[src/rtl/wisard_pkg.sv]
// rtl/wisard_pkg.sv - shared types, defaults and width helpers for the WiSARD RAM accumulator
package wisard_pkg;

    localparam int DEF_ADDRESS_WIDTH = 5;
    localparam int DEF_NUM_RAMS      = 16;

    typedef enum logic [1:0] {
        ST_IDLE  = 2'd0,
        ST_ACCUM = 2'd1,
        ST_FLUSH = 2'd2
    } state_t;

    // Ceiling log2; clog2(1) is 0
    function automatic int clog2(input int n);
        int r;
        r = 0;
        for (int i = 0; i < 31; i++) begin
            if ((1 << i) < n) begin
                r = i + 1;
            end
        end
        return r;
    endfunction

    // Width of a RAM node index, never below one bit so NUM_RAMS==1 still has a port
    function automatic int ram_idx_width(input int n);
        return (clog2(n) < 1) ? 1 : clog2(n);
    endfunction

endpackage

[src/rtl/wisard_lut_ram.sv]
// rtl/wisard_lut_ram.sv - 1-bit wide LUT storage with one sync read and one sync write port
module wisard_lut_ram #(
    parameter int DEPTH  = 512,
    parameter int ADDR_W = 9
) (
    input  logic              clk,
    input  logic              we,
    input  logic [ADDR_W-1:0] waddr,
    input  logic              wdata,
    input  logic              re,
    input  logic [ADDR_W-1:0] raddr,
    output logic              rdata
);

    logic mem [DEPTH];

    // Write and read share the edge; a read of the bit being written returns the old value
    always_ff @(posedge clk) begin
        if (we) begin
            mem[waddr] <= wdata;
        end
        if (re) begin
            rdata <= mem[raddr];
        end
    end

endmodule

[src/rtl/wisard_ram_accum.sv]
// rtl/wisard_ram_accum.sv - WiSARD discriminator: per-beat RAM node lookup and hit-count scoring
module wisard_ram_accum
    import wisard_pkg::*;
#(
    parameter int ADDRESS_WIDTH = DEF_ADDRESS_WIDTH,
    parameter int NUM_RAMS      = DEF_NUM_RAMS,
    parameter int SCORE_WIDTH   = 5
) (
    input  logic                                 clk,
    input  logic                                 rst,
    input  logic                                 sop,
    input  logic                                 sink_valid,
    input  logic [ADDRESS_WIDTH-1:0]             addr,
    input  logic                                 cfg_we,
    input  logic [ram_idx_width(NUM_RAMS)-1:0]   cfg_ram,
    input  logic [ADDRESS_WIDTH-1:0]             cfg_addr,
    input  logic                                 cfg_data,
    output logic [SCORE_WIDTH-1:0]               score,
    output logic                                 score_valid,
    output logic                                 busy,
    output logic                                 frame_err
);

    localparam int RW    = ram_idx_width(NUM_RAMS);
    localparam int LA    = RW + ADDRESS_WIDTH;
    localparam int DEPTH = NUM_RAMS << ADDRESS_WIDTH;
    localparam logic [RW-1:0] LAST_IDX = RW'(NUM_RAMS - 1);

    state_t                 state;
    state_t                 state_nxt;
    logic [RW-1:0]          beat_idx;
    logic [RW-1:0]          rd_ram;
    logic                   start;
    logic                   rd_en;
    logic                   rd_bit;
    logic                   rd_valid;
    logic [SCORE_WIDTH-1:0] acc;
    logic [SCORE_WIDTH-1:0] acc_sum;

    function automatic logic [SCORE_WIDTH-1:0] sat_add(input logic [SCORE_WIDTH-1:0] a,
                                                       input logic b);
        logic [SCORE_WIDTH:0] s;
        s = {1'b0, a} + {{SCORE_WIDTH{1'b0}}, b};
        return s[SCORE_WIDTH] ? {SCORE_WIDTH{1'b1}} : s[SCORE_WIDTH-1:0];
    endfunction

    // Beat acceptance, RAM read select and next-state; a sop beat restarts from any state
    always_comb begin
        start     = sink_valid && sop;
        rd_en     = start || ((state == ST_ACCUM) && sink_valid);
        rd_ram    = start ? '0 : beat_idx + RW'(1);
        acc_sum   = sat_add(acc, rd_bit);
        state_nxt = state;
        if (rd_en) begin
            state_nxt = (rd_ram == LAST_IDX) ? ST_FLUSH : ST_ACCUM;
        end else if (state == ST_FLUSH) begin
            state_nxt = ST_IDLE;
        end
    end

    wisard_lut_ram #(
        .DEPTH  (DEPTH),
        .ADDR_W (LA)
    ) u_lut_ram (
        .clk   (clk),
        .we    (cfg_we),
        .waddr ({cfg_ram, cfg_addr}),
        .wdata (cfg_data),
        .re    (rd_en),
        .raddr ({rd_ram, addr}),
        .rdata (rd_bit)
    );

    // Frame sequencing and hit accumulation; the last read bit is folded in while in FLUSH
    always_ff @(posedge clk or posedge rst) begin
        if (rst) begin
            state       <= ST_IDLE;
            beat_idx    <= '0;
            acc         <= '0;
            rd_valid    <= 1'b0;
            score       <= '0;
            score_valid <= 1'b0;
            frame_err   <= 1'b0;
        end else begin
            state       <= state_nxt;
            rd_valid    <= rd_en;
            score_valid <= (state == ST_FLUSH);
            frame_err   <= start && (state == ST_ACCUM);
            if (rd_en) begin
                beat_idx <= rd_ram;
            end
            if (start) begin
                acc <= '0;
            end else if (rd_valid) begin
                acc <= acc_sum;
            end
            if (state == ST_FLUSH) begin
                score <= acc_sum;
            end
        end
    end

    assign busy = (state != ST_IDLE);

endmodule

[config.mk]
export PLATFORM = sky130hd
export DESIGN_NAME = wisard_ram_accum
export DESIGN_NICKNAME = d
export VERILOG_FILES = /design/src/rtl/wisard_pkg.sv /design/src/rtl/wisard_lut_ram.sv /design/src/rtl/wisard_ram_accum.sv
export SDC_FILE = /design/constraint.sdc
export NUM_CORES = 1
export LEC_CHECK = 0
export ABC_CLOCK_PERIOD_IN_PS = 6050
export BUFFER_PORTS_ARGS = -buffer_cell sky130_fd_sc_hd__buf_4
export CORE_ASPECT_RATIO = 0.6
export CORE_MARGIN = 1.5
export CORE_UTILIZATION = 60
export CTS_BUF_LIST = sky130_fd_sc_hd__clkbuf_8
export CTS_CLUSTER_SIZE = 10
export DETAILED_ROUTE_END_ITERATION = 8
export GPL_TIMING_DRIVEN = 0
export PLACE_DENSITY = 0.76
export SLEW_MARGIN = 10
export SYNTH_ARGS = -nofsm -noshare
export SYNTH_HDL_FRONTEND = slang
export SYNTH_SLANG_ARGS = --single-unit
[constraint.sdc]
create_clock -name clk -period 6.05 [get_ports clk]
set_input_delay 1.5125 -clock clk [delete_from_list [all_inputs] [get_ports clk]]
set_output_delay 1.5125 -clock clk [all_outputs]
set_load 0.05 [all_outputs]
Word level (Yosys, flattened, before mapping)
Memories as Yosys holds them, arrays and structs flattened. A register that Yosys moved wholly into a read port is not among the register bits.
Index checks and enable logic that the tools add are counted.
Word-level totals
  word-level logic and storage cells: 29
  memories kept: 1
  memory bits (writable): 512
  input port bits: 20
  bits in registers: 19
  memory bits (read-only): 0
  bits in latches: 0
Memories
  u_lut_ram.mem: words 512, width 1, rd ports 1, clocked after memory_dff 1, write ports 1, RTL line wisard_lut_ram.sv:15  | logic mem [DEPTH];
Operators by class
  $add $sub $neg: 2
  shift operators: 0
  reduce and logical (&&, ||, !) cells: 7
  div/mod/pow operators: 0
  bitwise gates (word level): 0
  order comparisons: 0
  multiply operators: 0
  mux-type cells: 9
  equality and inequality tests: 3
Operators with widths (count)
  two-way mux 5 bit: 3
  adder 5 x 1 -> 6 bit: 1
  two-way mux 2 bit: 3
  nonzero test 2 bit: 3
  adder 4 x 1 -> 4 bit, second input constant: 1
  equality test 4 bit, second input constant: 1
  two-way mux 4 bit: 1
  logical AND 1 bit: 3
  equality test 2 x 1 -> 1 bit, second input constant: 1
  equality test 2 bit, second input constant: 1
  two-way mux 1 bit: 2
  logical OR 1 bit: 1

Longest topological paths before layout
  depth in word-level cells: 5
  depth in mapped cells: 12

Cells and area by module
Synthesis repeated with hierarchy kept, for this count alone.
Second synthesis, totals
  cell total of the unflattened synthesis: 1709
  area total of the unflattened synthesis: 23567.6 sq um
By module, submodules not included
  wisard_lut_ram: cells an instance 1615, sequential area each 15404.8 sq um, instances 1, area an instance 22619.2 sq um
  wisard_ram_accum: cells an instance 94, sequential area each 475.5 sq um, instances 1, area an instance 948.4 sq um

Worst setup path before layout
No wires, ideal clock.
  path kind: input -> register
  start point: in addr[0]
  end point: reg u_lut_ram.rdata, read port of u_lut_ram.mem (data pin)
  stages: 8
  buffers on the path: 3
  setup slack: 2542 ps
  data required time: 5789 ps
  data arrival time: 3248 ps
  setup time: 261 ps
  cell sequence: buf_6 -> buf_12 -> buf_12 -> mux4_2 -> a2111o_1 -> o2111ai_1 -> nor4_1 -> o32a_1
RTL lines
  start, declared: RTL line wisard_ram_accum.sv:13  | input logic [ADDRESS_WIDTH-1:0] addr,
  end, declared: RTL line wisard_lut_ram.sv:12  | output logic rdata

==> results.py <==
metrics = {
    "sta": {
        "slew_headroom_pct": 22.5,
        "rsz0062_at_grt": "false",
        "finClkSkew_ns": 0.0311,
        "tightest_slew_ns": 1.16,
        "finalSetupViolations": 0,
        "setup_tns_ns": 0,
        "finalHoldViolCount": 0,
        "period_share_pct": 70.9,
        "slew_viol_final": 0,
        "finalCriticalPeriod_ns": 4.29,
        "fmax_mhz": 233,
    },
    "global_routing": {
        "met3_usage_pct": 15.8,
        "grt_max_degree": 195,
        "antenna_found_initial": 0,
        "grt_busiest_layer": "met1",
        "grt_util_all_layers_pct": 35.1,
        "grt_use_met2_pct": 46.7,
        "first_global_vias": 14900,
        "overflow": 0,
        "met1_usage_pct": 50.9,
        "grt_pass1_wl_um": 99400,
    },
    "drt": {
        "vias": 16200,
        "via_per_inst": 6.76,
        "antenna_left": 0,
        "drcViolationCount": 0,
        "drt_first_pass_iters": 9,
        "drtIter0Drc": 2662,
        "routedWlPerCell_um": 29.2,
        "drt-total-wl_um": 69900,
    },
    "cells_and_area": {
        "nets": 1846,
        "area_growth_pct": 9.14,
        "multi_input_area_mm2": 0.00688,
        "seq_area_mm2": 0.0159,
        "post-route-util_pct": 66.3,
        "n_fill_cell": 2884,
        "post-route-cell-area_mm2": 0.0258,
        "diodes": 0,
        "drive_above_1_share_pct": 11.5,
    },
    "floorplan": {
        "initial_core_util_pct": 60.7,
        "fp.dieH_um": 157,
        "coreArea_mm2": 0.0390,
        "die_area_mm2": 0.0407,
        "io_pins": 28,
        "rows": 56,
        "die-width_um": 259,
    },
    "yosys": {
        "synth_seq_area_share_pct": 67.1,
        "yosysUniqueCellTypes": 64,
        "syn_area_mm2": 0.0237,
        "ys_warn_count": 0,
        "synth_seq_cells": 532,
        "synth-main-ff-cell": "edfxtp_1",
        "synth-edff-count": 513,
        "synthCells": 1720,
        "avgSynthCellArea_um2": 13.8,
        "syn_nets": 1743,
        "synthArstFlopShare_pct": 3.57,
    },
    "placed_design": {
        "dpl-instance-area_mm2": 0.0245,
        "gp_congestion": 1.02,
        "hpwlAfterDp_um": 46500,
        "portBuffers": 23,
    },
    "clocking": {
        "cts_tree": "done",
        "worst_skew_pair.late_latency_ns": 0.66,
        "cts_hold_buffers": 0,
        "root_buffer": "clkbuf_8",
        "clockBufferDepth": 3,
        "htreeDepth": 3,
        "post_cts_resize_count": 0,
        "cts.sinks": 532,
        "cts_buffers": 76,
        "path_clk_slew_ns": 0.06,
        "post_cts_buffers": 0,
    },
    "critical_path": {
        "crit_chain": "buf_4 > nand2_1 > buf_2 > buf_1 > o221ai_1 > a211oi_1 > nor3_1 > nand4_1 > nor4_1 > o32a_1",
        "criticalPathCategory": "in -> reg",
        "startpoint_type": "input port",
        "path_max_fanout": 10,
        "endpoint_kind": "register",
        "critPathRequiredTime_ns": 6.52,
        "crit_slowest_cell": "nor4_1",
        "crit_family": "simple AND/OR/NAND/NOR gates",
        "critPathMaxStageDelay_ns": 0.70,
        "path_buf_inv": 3,
        "cp.arrival_ns": 4.76,
    },
    "power_and_ir_drop": {
        "pwr-share-clk_pct": 34.7,
        "share_comb_of_total_power_pct": 9.5,
        "leakage_nw": 8.24,
        "switchingPower_w": 0.00186,
        "p_int_w": 0.00546,
        "power-per-cell-area_mw_per_mm2": 283,
        "pwr-share-seq_pct": 55.8,
        "ir_worst_vdd_mv": 0.163,
        "swShare_pct": 25.4,
    },
    "job": {
        "cap_violations": 0,
    },
    "worst_hold_path": {
        "min_path_type": "reg -> reg",
    },
    "status": {
        "status": "complete, no violations",
    },
}
==> registers in the layout, summed over array words and instances (netlist names) <==
name,flops
u_lut_ram.rdata,1
u_lut_ram.mem,512
acc,5
score_valid,1
frame_err,1
rd_valid,1
score,5
beat_idx,4
state,2
==> cell usage after synthesis (7+ instances only) <==
library cell | instances | area, um2
nor2b_1 | 7 | 43.8
o21ai_0 | 13 | 65.1
and3_1 | 7 | 43.8
o22ai_1 | 21 | 131
o221ai_1 | 53 | 464
buf_12 | 12 | 240
nand4_1 | 7 | 43.8
mux4_1 | 22 | 578
nand2_1 | 67 | 251
nor2_1 | 532 | 2000
nor3_1 | 19 | 95.1
a21oi_1 | 26 | 130
nand3_1 | 12 | 60.1
mux2i_1 | 127 | 1270
mux4_2 | 46 | 1040
dfrtp_1 | 19 | 475
clkbuf_1 | 83 | 312
buf_4 | 7 | 52.6
buf_6 | 10 | 113
buf_1 | 12 | 45.0
edfxtp_1 | 513 | 15400
buf_2 | 17 | 85.1
==> per-stage QoR <==
stage                     worst slack, ns  cells  total power (W)  hold slack (ns)
after global routing                 1.92   2394          0.00749            0.524
after detailed placement             1.45   2267          0.00482            0.480
after CTS                            2.10   2394          0.00728            0.494
final                                1.76   2394          0.00732            0.485
after global placement              0.866   2265          0.00481            0.458
after floorplan                      2.54   1720          0.00454            0.469
==> layout by cell type, fill, tap and decap left out, types with 7 or more instances in the layout <==
cell,count
a21oi_1,26
and3_1,7
buf_1,12
buf_12,12
buf_2,17
buf_4,29
buf_6,10
clkbuf_1,83
clkbuf_8,77
clkinv_1,17
dfrtp_1,19
edfxtp_1,513
inv_1,32
mux2i_1,127
mux4_1,22
mux4_2,46
nand2_1,67
nand3_1,12
nand4_1,7
nor2_1,531
nor2b_1,7
nor3_1,19
o21ai_0,13
o221ai_1,53
o22ai_1,21
==> area by class of cell <==
class	count	share of cell area, %
flip-flops and latches	532	61.5
repair buffers	25	0.911
well taps	522	2.53
clock buffers	77	4.11
clock inverters	50	0.819
inverters	6	0.0872
multi-input cells	1039	26.6
plain buffers	143	3.40
==> worst paths after layout <==
path	startpoint	endpoint	slack [ns]	cells after the start
max in group asynchronous	rst	beat_idx[3]	4.54	2
worst min-delay path	score[2]	score[2]	0.49	2
min in group asynchronous	rst	beat_idx[1]	1.00	2
worst min register to register	score[2]	score[2]	0.49	2
worst max-delay path	addr[2]	u_lut_ram.rdata	1.76	10
worst max register to register	beat_idx[0]	u_lut_ram.rdata	2.64	8
==> cells by family (layout without fill, tap and decap cells) <==
| kind of cell | Yosys count | count (layout) | synth area share [%] |
|---|---|---|---|
| AOI/OAI and AO/OA | 158 | 158 | 4.99 |
| xor gates and xnor gates | 3 | 3 | 0.111 |
| buffers and inverters | 149 | 301 | 3.80 |
| muxes | 196 | 196 | 12.2 |
| adders and majority gates | 3 | 3 | 0.159 |
| and+or+nand+nor | 679 | 679 | 11.6 |
| DFF | 532 | 532 | 67.1 |
==> power groups by stage <==
| stage | registers (W) | logic [W] | clock network, W |
|---|---|---|---|
| after CTS | 0.00408 | 0.000658 | 0.00253 |
| after global routing | 0.00408 | 0.000713 | 0.00269 |
| after detailed placement | 0.00416 | 0.000656 | 0 |
| final | 0.00408 | 0.000694 | 0.00254 |
| after floorplan | 0.00416 | 0.000379 | 0 |
| after global placement | 0.00417 | 0.000638 | 0 |
==> per-layer routing <==
metal,wire length [um],up-vias
met5,63,-
met4,2210,4
met3,12200,181
met2,28200,1341
met1,27200,8061
li1,-,6587
==> worst register-to-register path: stages (launching register included) <==
cell       delay (ns)
dfrtp_1          0.47
ha_1             0.32
buf_4            0.17
nor2b_1          0.38
nand3_1          0.34
o41ai_1          0.70
a2111oi_0        0.16
o311a_1          0.21
o32a_1           0.39
(Power assumes the default switching activity.)
